===== config.mk =====
export PLATFORM = sky130hd
export DESIGN_NAME = kb_input_port_flat
export DESIGN_NICKNAME = d
export VERILOG_FILES = /design/src/rtl/kb_pkg.sv /design/src/rtl/kb_input_port_if.sv /design/src/rtl/kb_fifo.sv /design/src/rtl/kb_input_port.sv /design/src/flat_wrapper.sv
export SDC_FILE = /design/constraint.sdc
export NUM_CORES = 1
export LEC_CHECK = 0
export ABC_AREA = 1
export BUFFER_PORTS_ARGS = -buffer_cell sky130_fd_sc_hd__clkbuf_2
export CAP_MARGIN = 10
export CORE_MARGIN = 8
export CORE_UTILIZATION = 60
export DETAILED_ROUTE_END_ITERATION = 10
export PLACE_DENSITY = 0.79
export SLEW_MARGIN = 40
export SYNTH_ARGS = -nofsm -noshare
export SYNTH_HDL_FRONTEND = slang
export SYNTH_SLANG_ARGS = --single-unit
export TNS_END_PERCENT = 30

===== constraint.sdc =====
create_clock -name clk -period 3.1 [get_ports clk]
set_input_delay 0.465 -clock clk [delete_from_list [all_inputs] [get_ports clk]]
set_output_delay 0.465 -clock clk [all_outputs]
set_load 0.05 [all_outputs]

===== src/rtl/kb_pkg.sv =====
// Shared definitions for the keyboard input port: receiver states,
// special scan codes and default widths shared with the ALU input port.
package kb_pkg;

  // Receiver frame position
  typedef enum logic [1:0] {
    KB_IDLE   = 2'd0,
    KB_DATA   = 2'd1,
    KB_PARITY = 2'd2,
    KB_STOP   = 2'd3
  } kb_state_e;

  // Scan-code prefixes: F0 announces a break (key release), E0 an extended key
  localparam logic [7:0] KB_BREAK_CODE = 8'hF0;
  localparam logic [7:0] KB_EXT_CODE   = 8'hE0;

  // Must match the width of the ALU keyboard operand
  localparam int KB_DEFAULT_DATA_WIDTH = 8;
  localparam int KB_DEFAULT_FIFO_DEPTH = 4;

endpackage


===== src/rtl/kb_input_port_if.sv =====
// CPU-side bundle of the keyboard port: pop/clear strobes in, queued code and status out.
interface kb_input_port_if #(
  parameter int KB_DATA_WIDTH = 8,
  parameter int FIFO_DEPTH    = 4
);
  localparam int CNT_W = $clog2(FIFO_DEPTH) + 1;

  logic                     kb_pop;
  logic                     kb_clear;
  logic [KB_DATA_WIDTH-1:0] input_port_kb;
  logic                     kb_valid;
  logic [CNT_W-1:0]         kb_count;
  logic                     kb_overflow;
  logic                     kb_parity_err;

  // CPU / ALU side
  modport master (
    output kb_pop, kb_clear,
    input  input_port_kb, kb_valid, kb_count, kb_overflow, kb_parity_err
  );

  // Keyboard port side
  modport slave (
    input  kb_pop, kb_clear,
    output input_port_kb, kb_valid, kb_count, kb_overflow, kb_parity_err
  );
endinterface


===== src/rtl/kb_fifo.sv =====
// Small synchronous FIFO for received make codes. A push into a full FIFO
// is accepted only when a pop frees a slot in the same cycle; the head
// reads 0 while empty so the ALU never sees stale codes.
module kb_fifo #(
  parameter int DATA_WIDTH = 8,
  parameter int DEPTH      = 4
) (
  input  logic                          clk,
  input  logic                          rst,
  input  logic                          push_i,
  input  logic                          pop_i,
  input  logic [DATA_WIDTH-1:0]         data_i,
  output logic [DATA_WIDTH-1:0]         head_o,
  output logic [$clog2(DEPTH):0]        count_o,
  output logic                          full_o,
  output logic                          empty_o
);
  localparam int PTR_W = $clog2(DEPTH);
  localparam int CNT_W = PTR_W + 1;
  localparam logic [PTR_W-1:0] PTR_ONE = PTR_W'(1);
  localparam logic [CNT_W-1:0] CNT_ONE = CNT_W'(1);
  localparam logic [CNT_W-1:0] CNT_MAX = CNT_W'(DEPTH);

  logic [DATA_WIDTH-1:0] mem_q [DEPTH];
  logic [PTR_W-1:0]      wrPtr_q;
  logic [PTR_W-1:0]      rdPtr_q;
  logic [CNT_W-1:0]      count_q;
  logic                  doPush;
  logic                  doPop;

  assign full_o  = (count_q == CNT_MAX);
  assign empty_o = (count_q == '0);
  assign doPop   = pop_i && !empty_o;
  assign doPush  = push_i && (!full_o || pop_i);
  assign head_o  = empty_o ? '0 : mem_q[rdPtr_q];
  assign count_o = count_q;

  // Storage write; when full with a pop, the slot being written is the one just vacated
  always_ff @(posedge clk) begin
    if (doPush) begin
      mem_q[wrPtr_q] <= data_i;
    end
  end

  // Pointers wrap naturally because the depth is a power of two
  always_ff @(posedge clk) begin
    if (rst) begin
      wrPtr_q <= '0;
      rdPtr_q <= '0;
      count_q <= '0;
    end else begin
      if (doPush) begin
        wrPtr_q <= wrPtr_q + PTR_ONE;
      end
      if (doPop) begin
        rdPtr_q <= rdPtr_q + PTR_ONE;
      end
      if (doPush && !doPop) begin
        count_q <= count_q + CNT_ONE;
      end else if (doPop && !doPush) begin
        count_q <= count_q - CNT_ONE;
      end
    end
  end

endmodule


===== src/rtl/kb_input_port.sv =====
// PS/2 keyboard receiver feeding the ALU INKEY operand. Synchronizes the
// pins, deframes 11-bit frames with odd parity, drops break sequences and
// queues make codes for the CPU to pop one at a time.
module kb_input_port
  import kb_pkg::*;
#(
  parameter int KB_DATA_WIDTH  = KB_DEFAULT_DATA_WIDTH,
  parameter int FIFO_DEPTH     = KB_DEFAULT_FIFO_DEPTH,
  parameter int SYNC_STAGES    = 2,
  parameter int TIMEOUT_CYCLES = 5000
) (
  input  logic            clk,
  input  logic            rst,
  input  logic            ps2_clk,
  input  logic            ps2_data,
  kb_input_port_if.slave  kb
);
  localparam int BIT_W = $clog2(KB_DATA_WIDTH);
  localparam int WD_W  = $clog2(TIMEOUT_CYCLES + 1);
  localparam int CNT_W = $clog2(FIFO_DEPTH) + 1;
  localparam logic [BIT_W-1:0] BIT_LAST = BIT_W'(KB_DATA_WIDTH - 1);
  localparam logic [BIT_W-1:0] BIT_ONE  = BIT_W'(1);
  localparam logic [WD_W-1:0]  WD_LIMIT = WD_W'(TIMEOUT_CYCLES);
  localparam logic [WD_W-1:0]  WD_ONE   = WD_W'(1);
  localparam logic [KB_DATA_WIDTH-1:0] BREAK_CODE = KB_DATA_WIDTH'(KB_BREAK_CODE);

  logic [SYNC_STAGES-1:0]   clkSync_q;
  logic [SYNC_STAGES-1:0]   dataSync_q;
  logic                     clkPrev_q;
  logic                     clkSyncd;
  logic                     dataSyncd;
  logic                     fe;

  kb_state_e                state_q;
  kb_state_e                state_d;
  logic [BIT_W-1:0]         bitCnt_q;
  logic [KB_DATA_WIDTH-1:0] shiftReg_q;
  logic                     parityBit_q;
  logic [WD_W-1:0]          wdog_q;
  logic                     timeout;

  logic                     frameDone;
  logic                     frameGood;
  logic                     frameBad;
  logic                     isBreak;
  logic                     pushReq;
  logic                     breakPending_q;

  logic                     overflow_q;
  logic                     overflow_d;
  logic                     parityErr_q;
  logic                     parityErr_d;

  logic [KB_DATA_WIDTH-1:0] fifoHead;
  logic [CNT_W-1:0]         fifoCount;
  logic                     fifoFull;
  logic                     fifoEmpty;

  assign clkSyncd  = clkSync_q[SYNC_STAGES-1];
  assign dataSyncd = dataSync_q[SYNC_STAGES-1];
  assign fe        = clkPrev_q && !clkSyncd;
  assign timeout   = (state_q != KB_IDLE) && !fe && (wdog_q == WD_LIMIT);

  // Pin synchronizers reset to the idle-high bus level so reset never fakes an edge
  always_ff @(posedge clk) begin
    if (rst) begin
      clkSync_q  <= '1;
      dataSync_q <= '1;
      clkPrev_q  <= 1'b1;
    end else begin
      clkSync_q  <= {clkSync_q[SYNC_STAGES-2:0], ps2_clk};
      dataSync_q <= {dataSync_q[SYNC_STAGES-2:0], ps2_data};
      clkPrev_q  <= clkSyncd;
    end
  end

  // Receiver state register
  always_ff @(posedge clk) begin
    if (rst) begin
      state_q <= KB_IDLE;
    end else begin
      state_q <= state_d;
    end
  end

  // Receiver next state: advance only on PS/2 falling edges, bail out on watchdog expiry
  always_comb begin
    state_d = state_q;
    if (timeout) begin
      state_d = KB_IDLE;
    end else if (fe) begin
      unique case (state_q)
        KB_IDLE:   if (!dataSyncd) state_d = KB_DATA;
        KB_DATA:   if (bitCnt_q == BIT_LAST) state_d = KB_PARITY;
        KB_PARITY: state_d = KB_STOP;
        KB_STOP:   state_d = KB_IDLE;
        default:   state_d = KB_IDLE;
      endcase
    end
  end

  // Receiver outputs: frame verdict on the edge that samples the stop bit
  always_comb begin
    frameDone = 1'b0;
    frameGood = 1'b0;
    if (state_q == KB_STOP && fe) begin
      frameDone = 1'b1;
      frameGood = dataSyncd && (^{shiftReg_q, parityBit_q});
    end
  end

  assign frameBad = frameDone && !frameGood;
  assign isBreak  = (shiftReg_q == BREAK_CODE);
  assign pushReq  = frameGood && !isBreak && !breakPending_q;

  // Frame datapath: LSB-first shift, parity capture and the inter-edge watchdog
  always_ff @(posedge clk) begin
    if (rst) begin
      bitCnt_q    <= '0;
      shiftReg_q  <= '0;
      parityBit_q <= 1'b0;
      wdog_q      <= '0;
    end else begin
      if (state_q == KB_IDLE || timeout) begin
        wdog_q   <= '0;
        bitCnt_q <= '0;
      end else if (fe) begin
        wdog_q <= '0;
      end else begin
        wdog_q <= wdog_q + WD_ONE;
      end
      if (fe && state_q == KB_DATA) begin
        shiftReg_q <= {dataSyncd, shiftReg_q[KB_DATA_WIDTH-1:1]};
        bitCnt_q   <= bitCnt_q + BIT_ONE;
      end
      if (fe && state_q == KB_PARITY) begin
        parityBit_q <= dataSyncd;
      end
    end
  end

  // Break filter: F0 arms it, the following good code is swallowed; bad frames leave it alone
  always_ff @(posedge clk) begin
    if (rst) begin
      breakPending_q <= 1'b0;
    end else if (frameGood) begin
      breakPending_q <= isBreak;
    end
  end

  // Sticky error flags: a same-cycle set beats the clear
  always_comb begin
    overflow_d  = overflow_q && !kb.kb_clear;
    parityErr_d = parityErr_q && !kb.kb_clear;
    if (pushReq && fifoFull && !kb.kb_pop) begin
      overflow_d = 1'b1;
    end
    if (frameBad) begin
      parityErr_d = 1'b1;
    end
  end

  // Sticky flag registers
  always_ff @(posedge clk) begin
    if (rst) begin
      overflow_q  <= 1'b0;
      parityErr_q <= 1'b0;
    end else begin
      overflow_q  <= overflow_d;
      parityErr_q <= parityErr_d;
    end
  end

  kb_fifo #(
    .DATA_WIDTH (KB_DATA_WIDTH),
    .DEPTH      (FIFO_DEPTH)
  ) uFifo (
    .clk     (clk),
    .rst     (rst),
    .push_i  (pushReq),
    .pop_i   (kb.kb_pop),
    .data_i  (shiftReg_q),
    .head_o  (fifoHead),
    .count_o (fifoCount),
    .full_o  (fifoFull),
    .empty_o (fifoEmpty)
  );

  assign kb.input_port_kb = fifoHead;
  assign kb.kb_valid      = !fifoEmpty;
  assign kb.kb_count      = fifoCount;
  assign kb.kb_overflow   = overflow_q;
  assign kb.kb_parity_err = parityErr_q;

endmodule


===== src/flat_wrapper.sv =====
// flat-port wrapper written by rule: the top's interface ports become plain ports
module kb_input_port_flat import kb_pkg::*;
#(
  parameter int KB_DATA_WIDTH  = KB_DEFAULT_DATA_WIDTH,
  parameter int FIFO_DEPTH     = KB_DEFAULT_FIFO_DEPTH,
  parameter int SYNC_STAGES    = 2,
  parameter int TIMEOUT_CYCLES = 5000
)
  (clk, rst, ps2_clk, ps2_data, kb_kb_pop, kb_kb_clear, kb_input_port_kb, kb_kb_valid, kb_kb_count, kb_kb_overflow, kb_kb_parity_err);
  kb_input_port_if #(.KB_DATA_WIDTH(KB_DATA_WIDTH), .FIFO_DEPTH(FIFO_DEPTH)) kb_i ();
  input  logic clk;
  input  logic rst;
  input  logic ps2_clk;
  input  logic ps2_data;
  input wire logic [$bits(kb_i.kb_pop)-1:0] kb_kb_pop;
  input wire logic [$bits(kb_i.kb_clear)-1:0] kb_kb_clear;
  output wire logic [$bits(kb_i.input_port_kb)-1:0] kb_input_port_kb;
  output wire logic [$bits(kb_i.kb_valid)-1:0] kb_kb_valid;
  output wire logic [$bits(kb_i.kb_count)-1:0] kb_kb_count;
  output wire logic [$bits(kb_i.kb_overflow)-1:0] kb_kb_overflow;
  output wire logic [$bits(kb_i.kb_parity_err)-1:0] kb_kb_parity_err;
  assign kb_i.kb_pop = kb_kb_pop;
  assign kb_i.kb_clear = kb_kb_clear;
  assign kb_input_port_kb = kb_i.input_port_kb;
  assign kb_kb_valid = kb_i.kb_valid;
  assign kb_kb_count = kb_i.kb_count;
  assign kb_kb_overflow = kb_i.kb_overflow;
  assign kb_kb_parity_err = kb_i.kb_parity_err;
  kb_input_port #(.KB_DATA_WIDTH(KB_DATA_WIDTH), .FIFO_DEPTH(FIFO_DEPTH), .SYNC_STAGES(SYNC_STAGES), .TIMEOUT_CYCLES(TIMEOUT_CYCLES)) u_core (.clk(clk), .rst(rst), .ps2_clk(ps2_clk), .ps2_data(ps2_data), .kb(kb_i));
endmodule

==> summary.md, run 1 <==
| Metric | Value |
|---|---|
| Status | completed |
| Routed Wire Length | 6.22 mm |
| WP data arrival | 2840 ps |
| Period minus WS final | 2580 ps |
| Num CTS Buffers | 9 |
| WS Path Type | flop to flop |
| Vias per cell | 5.13 |
| Sink Count | 76 |
| Synthesized cell area | 3390 um^2 |
| Die height | 91.2 um |
| Cells after Synth | 376 |
| Endpoints failing setup | 0 |
| Final non-filler cell total | 480 |
| #FFs+latches synth | 76 |
| Final #Nets | 423 |
| Post-CTS sizing | 0 |
| H-tree Lvls | 3 |
| DR WL/cell | 13.0 um |
| Peak VDD IR | 0.000535 V |
| Worst path cell trace | nand2_1 -> nand2_1 -> nand2_1 -> nand3_2 -> nand2_1 -> nand2_2 -> nand3_4 -> nor2_4 -> nand4_4 -> inv_1 -> ha_1 -> inv_1 -> fa_1 -> o21ai_0 -> a21o_1 -> o21ai_0 -> a21oi_1 |
| Setup Fix Bufs, Post-CTS | 0 |
| Syn avg cell area | 9.02 um^2 |
| P&R area growth vs syn | 14.0% |
| Filler Cells Inserted | 430 |
| # rows | 27 |
| Leading register cell type out of synthesis | dfxtp_1 |
| Crit path top cell by count | nand2_1 |
| CP max stage delay | 460 ps |
| RSZ-0062 raised after global routing | no |
| Cell variety after synth | 34 |
| Sequential fraction of the synthesis area | 0.543 |
| Area of the core | 5470 um^2 |
| Port bufs | 19 |
| Share of layout cells above drive strength 1 | 0.162 |
| Routed vias | 2461 |
| Clk root buf | clkbuf_8 |
| Worst rel slew slack | 0.587 |
| Antenna violations before repair | 0 |
| Global route total overflow | 0 |
| Maximum clock path buffer count | 2 |
| Min-delay worst type | input pin to flop |
| Initial Util | 0.620 |
| Vias in the first global route | 2314 |
| Largest net degree at the start of global routing | 18 |
| FF+latch area | 1840 um^2 |
| Hold Buf Count CTS | 0 |
| Least-Margin Pin Slew | 618 ps |
| Multi-input logic area | 1310 um^2 |
| Critical path launch point type | flop |
| PD cells | 733 nW/um^2 |
| Syn Nets | 396 |
| Yosys warning count | 0 |
| GPL Wtd Cong | 0.802 |
| First-pass GRT wire length | 10.3 mm |
| Post-synth ARST share | 0 |
| Ports | 20 |
| DP Wirelength | 4.33 mm |
| Die ar. | 8320 um^2 |
| Max Fclk | 388 MHz |
| Clk_lat worst skew | 330 ps |
| Hold slack final | 314 ps |
| Period utilization | 0.832 |
| Total Routing Usage GR | 0.152 |
| Die W | 91.2 um |
| Cells after DPL | 464 |
| Hold Violations, Final | 0 |
| Drt drc | 0 |
| Iteration count of the initial detailed-routing pass | 4 |
| Max_cap viols | 0 |
| Leak | 1.53 nW |
| Setup tns final | 0 ps |
| Clock transition at path regs | 70 ps |
| CTS tree | yes |
| Worst Skew | 9.10 ps |
| Post-synth EDFFs | 32 |
| ANT cells | 0 |
| Crit Path Max Fanout | 7 |
| Slowest CP cell | dfxtp_1 |
| Pins Over Slew Limit | 0 |
| CP endpoint kind | flop |
| Remaining antenna violation count | 0 |
| WP data required | 3360 ps |
| 1st-iter DRT viols | 119 |
[flip-flops by register name, indices dropped and copies added, names as in the netlist, named ones only]
name and count:
u_core.state_q 2, u_core.clkPrev_q 1, u_core.parityBit_q 1, u_core.breakPending_q 1, u_core.uFifo.mem_q 32, u_core.kb.kb_parity_err 1
u_core.uFifo.count_o 3, u_core.shiftReg_q 8, u_core.uFifo.rdPtr_q 2, u_core.bitCnt_q 3, u_core.uFifo.wrPtr_q 2, u_core.wdog_q 13
u_core.clkSync_q 2, u_core.kb.kb_overflow 1, u_core.dataSync_q 2
[cells in the final DEF, fill, tap and decap left out, drive strengths merged, types with 4 or more instances in the layout]
cell	count
clkbuf	28
o21ai	32
inv	55
nor2	66
a21oi	32
nand2	49
xor2	5
bufinv	5
nand4	9
buf	5
nor3b	4
edfxtp	32
dfxtp	44
ha	13
or2	5
nor3	6
nand3	9
[power by group]
| group | switching [mW] | total [mW] | leakage (nW) | internal, mW |
|---|---|---|---|---|
| sequential | 0.0507 | 1.11 | 0.655 | 1.06 |
| clock | 0.339 | 1.04 | 0.141 | 0.696 |
| combinational | 0.545 | 0.688 | 0.730 | 0.143 |
[cells in the mapped netlist (4+ instances only)]
library cell / number / share of area
inv_1: 49 / 0.054
or2_2: 5 / 0.0092
a21oi_1: 31 / 0.046
xor2_1: 4 / 0.010
nor3b_1: 4 / 0.0089
nand2_1: 47 / 0.052
nand3_1: 5 / 0.0074
o21ai_0: 31 / 0.046
nor2_1: 62 / 0.069
nand4_1: 8 / 0.015
inv_2: 6 / 0.0066
dfxtp_1: 44 / 0.26
edfxtp_1: 32 / 0.28
ha_1: 13 / 0.048
clkbuf_1: 4 / 0.0044
nor3_1: 4 / 0.0059
[cell families (layout without fill, tap and decap cells)]
group | after synthesis | count (layout) | share of synthesized area
compound gates | 68 | 68 | 0.104
xor+xnor | 7 | 7 | 0.0225
fa+ha+maj | 14 | 14 | 0.0539
buf+inv | 63 | 95 | 0.0708
flops | 76 | 76 | 0.543
simple gates | 148 | 148 | 0.205
[metrics by stage]
step           setup slack, ps  total power [mW]  area (um^2)   util
2_1_floorplan              675              1.67         3390      -
3_3_place_gp               662              1.82         3580  0.654
3_5_place_dp               532              1.83         3580  0.654
4_1_cts                    543              2.86         3870  0.707
5_1_grt                    357              2.95         3870  0.707
6_report                   522              2.84         3870  0.707
[layer usage]
layer  wire length, um  GRT usage  vias up  part of all wire
li1                  -          -     1277                 -
met4                92     0.0887        0             0.015
met3               234     0.0346        8             0.038
met5                 0          0        -                 0
met1              2730      0.168     1128              0.44
met2              3160      0.262       48              0.51
[path summary, 6_finish.rpt]
path,startpoint,to,slack (ps),cells past startpoint
min,ps2_clk,u_core.clkSync_q[0]$_SDFF_PP1_,310,2
max reg2reg,u_core.shiftReg_q[6]$_SDFFE_PP0P_,u_core.uFifo.count_o[2]$_SDFFE_PP0P_,520,17
min reg2reg,u_core.clkSync_q[0]$_SDFF_PP1_,u_core.clkSync_q[1]$_SDFF_PP1_,410,1
max,u_core.shiftReg_q[6]$_SDFFE_PP0P_,u_core.uFifo.count_o[2]$_SDFFE_PP0P_,520,17
[layout make-up]
class                      count  area share
multi-input combinational    237       0.339
sequential                    76       0.476
clock inverter                 7      0.0421
timing repair buffer          24      0.0343
tap                           72      0.0233
clock buffer                   9      0.0320
inverter                      55      0.0534
[worst max-delay path: cells and delay by family (launching register included)]
family	cells	cell delay, ps
AND/OR/NAND/NOR	9	880
flip-flops	1	460
adder cells (fa/ha/maj)	2	520
AO/OA/AOI/OAI	4	510
buffers and inverters	2	160
No activity file was read; power rests on OpenSTA's default activity.
==> run 2: changes to the inputs <==
- clock period: 3.1 -> 2.5 ns (I/O delays scaled with it)
==> summary.md, run 2 (synthesis results as in run 1) <==
| Metric | Value |
|---|---|
| Status | completed |
| Vias per cell | 5.10 |
| Max_cap viols | 0 |
| Drt drc | 0 |
| Bufs and invs on worst path | 3 |
| Total Routing Usage GR | 0.147 |
| Vias in the first global route | 2315 |
| Area of the core | 5470 um^2 |
| GPL Wtd Cong | 0.755 |
| Final Util | 0.707 |
| Initial Util | 0.620 |
| CTS tree | yes |
| WP data required | 2770 ps |
| H-tree Lvls | 3 |
| DR WL/cell | 12.4 um |
| First-pass GRT wire length | 10.0 mm |
| Flip-flop count of the largest register after layout | 32 |
| Clk root buf | clkbuf_8 |
| Slowest CP cell | dfxtp_4 |
| Worst path cell trace | inv_2 -> nand2_1 -> nand2_1 -> nand2_1 -> nand3_2 -> nand3_2 -> nand3_4 -> nor2_4 -> nand4_4 -> inv_2 -> ha_4 -> inv_2 -> fa_2 -> o21ai_2 -> a21o_1 -> o21ai_1 -> a21oi_1 |
| Maximum clock path buffer count | 2 |
| Antenna violations before repair | 0 |
| Hold Buf Count CTS | 0 |
| Period minus WS final | 2340 ps |
| Most frequent cells in the layout | 62 x nor2_1, 46 x inv_1, 45 x nand2_1 |
| Pins Over Slew Limit | 0 |
| Setup tns final | 0 ps |
| Least-Margin Pin Slew | 599 ps |
| Max Fclk | 428 MHz |
| Die height | 91.2 um |
| Total power | 3.13 mW |
| Clk_lat worst skew | 340 ps |
| Routed vias | 2473 |
| Leak | 1.52 nW |
| PD cells | 810 nW/um^2 |
| CP endpoint kind | flop |
| Worst rel slew slack | 0.600 |
| Endpoints failing setup | 0 |
| Dpl ws | 23.4 ps |
| DP Wirelength | 4.19 mm |
| Final non-filler cell total | 485 |
| Critical path launch point type | flop |
| Family with the most delay on the worst path | simple AND/OR/NAND/NOR gates |
| Largest registers | u_core.uFifo.mem_q (32), u_core.wdog_q (13), u_core.shiftReg_q (8) |
| Largest net degree at the start of global routing | 18 |
| Share of layout cells above drive strength 1 | 0.208 |
| Most flops, register | u_core.uFifo.mem_q |
| Clock transition at path regs | 80 ps |
| Period utilization | 0.935 |
| 1st-iter DRT viols | 109 |
| Port bufs | 19 |
| Remaining antenna violation count | 0 |
| Worst Skew | 6.29 ps |
| Iteration count of the initial detailed-routing pass | 4 |
| Most common cell after layout, fill and taps aside | nor2_1 |
| Crit Path Max Fanout | 8 |
| Sink Count | 76 |
| Die ar. | 8320 um^2 |
| CP max stage delay | 400 ps |
| P&R area growth vs syn | 14.1% |
| WP data arrival | 2610 ps |
| Global route total overflow | 0 |
| Final #Nets | 428 |
| Final worst slack | 161 ps |
| Peak VDD IR | 0.000473 V |
| Cells after DPL | 467 |
| WS Path Type | flop to flop |
| Die W | 91.2 um |
| # rows | 27 |
| Num CTS Buffers | 9 |
| Routed Wire Length | 6.00 mm |
| Min-delay worst type | input pin to flop |
| Hold Violations, Final | 0 |
| ANT cells | 0 |
| Ports | 20 |
-- run 2: per-layer routing --
layer | GRT usage | up-vias | share of wire
li1 | - | 1283 | -
met1 | 0.160 | 1136 | 0.44
met2 | 0.255 | 41 | 0.50
met3 | 0.0494 | 13 | 0.041
met4 | 0.0614 | 0 | 0.018
met5 | 0 | - | 0
-- run 2: final cells by class --
class | instances | area (um^2)
fillers | 413 | 1600
clock inverters | 7 | 67.6
well taps | 72 | 90.1
repair buffers | 29 | 170
flip-flops and latches | 76 | 1860
inverters | 55 | 206
multi-input cells | 237 | 1350
clock buffers | 9 | 124
-- run 2: path summary, 6_finish.rpt --
kind | cells after the start | to | slack, ps | start
max | 17 | u_core.uFifo.count_o[2]$_SDFFE_PP0P_ | 160 | u_core.shiftReg_q[3]$_SDFFE_PP0P_
min | 2 | u_core.dataSync_q[0]$_SDFF_PP1_ | 220 | ps2_data
max reg2reg | 17 | u_core.uFifo.count_o[2]$_SDFFE_PP0P_ | 160 | u_core.shiftReg_q[3]$_SDFFE_PP0P_
min reg2reg | 1 | u_core.clkSync_q[1]$_SDFF_PP1_ | 410 | u_core.clkSync_q[0]$_SDFF_PP1_
-- run 2: power breakdown --
part	total, mW	internal (mW)	switching, mW	leakage [nW]
Clock	0.879	0.455	0.424	0.0926
Sequential	1.37	1.31	0.0606	0.660
Combinational	0.883	0.201	0.682	0.769
-- run 2: stage by stage --
step	cell area, um^2	hold WS (ps)
final	3870	217
after global routing	3870	203
after CTS	3790	199
after detailed placement	3600	393
after global placement	3600	392
after floorplan	3390	389
-- run 2: timing repair --
action | CTS | global route
resized for setup | 0 | 25
setup buffers | 0 | 2
endpoints found under the setup margin | 0 | 1
==> run 3: changes to the inputs <==
- CELL_PAD_IN_SITES_DETAIL_PLACEMENT: not set -> 1
- CELL_PAD_IN_SITES_GLOBAL_PLACEMENT: not set -> 1
- CORE_UTILIZATION: 60 -> 50
- PLACE_DENSITY: 0.79 -> not set
- PLACE_DENSITY_LB_ADDON: not set -> 0.1
- REMOVE_ABC_BUFFERS: not set -> 1
- clock period: 2.5 -> 2.8 ns (I/O delays scaled with it)
==> summary.md, run 3 (synthesis results as in run 1) <==
| Metric | Value |
|---|---|
| H-tree Lvls | 3 |
| Clk root buf | clkbuf_8 |
| Worst Skew | 6.64 ps |
| Global route total overflow | 0 |
| Max_cap viols | 0 |
| PD cells | 755 nW/um^2 |
| WP data arrival | 2790 ps |
| Ports | 20 |
| ANT cells | 0 |
| Final instance area | 3820 um^2 |
| CTS tree | yes |
| Worst rel slew slack | 0.596 |
| Num CTS Buffers | 9 |
| Setup Fix Bufs, Post-CTS | 0 |
| Crit path top cell by count | inv_1 |
| Slowest CP cell | dfxtp_1 |
| Status | completed |
| Port bufs | 19 |
| Reg-to-Reg Start | u_core.shiftReg_q[0]$_SDFFE_PP0P_ |
| Vias per cell | 5.07 |
| Hold Violations, Final | 0 |
| Period minus WS final | 2520 ps |
| Crit Path Max Fanout | 7 |
| Drt drc | 0 |
| Maximum clock path buffer count | 2 |
| Sink Count | 76 |
| CP max stage delay | 480 ps |
| Hold path startpoint | ps2_data |
| Antenna violations before repair | 0 |
| Bufs and invs on worst path | 3 |
| Die height | 98.4 um |
| Critical path launch point type | flop |
| Pins Over Slew Limit | 0 |
| Remaining antenna violation count | 0 |
| DP Wirelength | 5.12 mm |
| DR WL/cell | 14.0 um |
| Worst path cell trace | xnor2_2 -> inv_1 -> nand3_2 -> nand2_1 -> nand2_2 -> nand3_4 -> nor2_4 -> nand4_4 -> inv_1 -> ha_1 -> inv_1 -> fa_1 -> o21ai_1 -> a21o_1 -> o21ai_0 -> a21oi_1 |
| Peak VDD IR | 0.000307 V |
| Max Fclk | 397 MHz |
| Largest registers | u_core.uFifo.mem_q (32), u_core.wdog_q (13), u_core.shiftReg_q (8) |
| Most flops, register | u_core.uFifo.mem_q |
| WS Path Type | flop to flop |
| Largest net degree at the start of global routing | 18 |
| WP data required | 3080 ps |
| Flip-flop count of the largest register after layout | 32 |
| Die W | 98.4 um |
| Die ar. | 9680 um^2 |
| Setup tns final | 0 ps |
| Min-delay worst type | input pin to flop |
| Final Util | 0.572 |
| Family with the most delay on the worst path | simple AND/OR/NAND/NOR gates |
| Hold slack final | 259 ps |
| RSZ-0062 raised after global routing | no |
| Placed cell area | 3600 um^2 |
| Vias in the first global route | 2577 |
| Routed vias | 2477 |
| 1st-iter DRT viols | 95 |
| Period utilization | 0.899 |
| Worst setup path start | u_core.shiftReg_q[0]$_SDFFE_PP0P_ |
| Iteration count of the initial detailed-routing pass | 4 |
| Least-Margin Pin Slew | 605 ps |
| Share of layout cells above drive strength 1 | 0.176 |
| Filler Cells Inserted | 801 |
| Initial Util | 0.508 |
| Leak | 1.50 nW |
| First-pass GRT wire length | 11.9 mm |
| Most common cell after layout, fill and taps aside | nor2_1 |
| Clock transition at path regs | 70 ps |
| CP endpoint kind | flop |
| Area of the core | 6680 um^2 |
| P&R area growth vs syn | 12.6% |
| Total Routing Usage GR | 0.152 |
| Endpoints failing setup | 0 |
| Final #Nets | 424 |
| GPL Wtd Cong | 0.820 |
| # rows | 30 |
| Clk_lat worst skew | 340 ps |
| Routed Wire Length | 6.85 mm |
| Most frequent cells in the layout | 62 x nor2_1, 49 x inv_1, 46 x nand2_1 |
-- run 3: cell count changes in the layout (fill, tap and decap cells not counted), sizes merged --
cell	change
buf	-4
bufinv	+1
clkbuf	+1
clkinv	-1
clkinvlp	-1
-- run 3: path summary, 6_finish.rpt --
check                                                            end  slack [ps]  cells past startpoint
worst max register to register  u_core.uFifo.count_o[2]$_SDFFE_PP0P_         280                     16
worst min-delay path                 u_core.dataSync_q[0]$_SDFF_PP1_         260                      2
worst max-delay path            u_core.uFifo.count_o[2]$_SDFFE_PP0P_         280                     16
worst min register to register        u_core.clkSync_q[1]$_SDFF_PP1_         410                      1
-- run 3: where the power goes --
part	total [mW]	internal [mW]	switching, mW	leakage [nW]
Clock	0.867	0.494	0.373	0.101
Combinational	0.782	0.173	0.610	0.735
Sequential	1.23	1.18	0.0565	0.659
-- run 3: layout make-up --
class | instances | area [um^2] | share of cell area
sequential | 76 | 1850 | 0.485
multi-input combinational | 237 | 1310 | 0.344
inverter | 55 | 206 | 0.0541
timing repair buffer | 25 | 140 | 0.0367
clock buffer | 10 | 128 | 0.0334
tap | 80 | 100 | 0.0262
clock inverter | 6 | 80.1 | 0.0210
-- run 3: metal layers --
| metal | part of all wire | track usage | up-vias |
|---|---|---|---|
| met3 | 0.026 | 0.0349 | 14 |
| met2 | 0.50 | 0.262 | 24 |
| li1 | - | - | 1273 |
| met4 | 0.024 | 0.0779 | 0 |
| met5 | 0 | 0 | - |
| met1 | 0.45 | 0.171 | 1166 |
-- run 3: per-stage QoR --
step	worst slack [ps]	std cells	total power, mW
floorplan	364	368	1.84
global placement	343	473	2.03
detailed placement	162	473	2.05
CTS	133	489	2.92
global route	14.8	489	3.02
finish	283	489	2.88
-- run 3: what timing repair did --
action | 4_1_cts | 5_1_grt
endpoints found under the hold margin | 0 | 0
hold buffers | 0 | 0
resized for setup | 0 | 9
setup endpoints to repair | 0 | 1
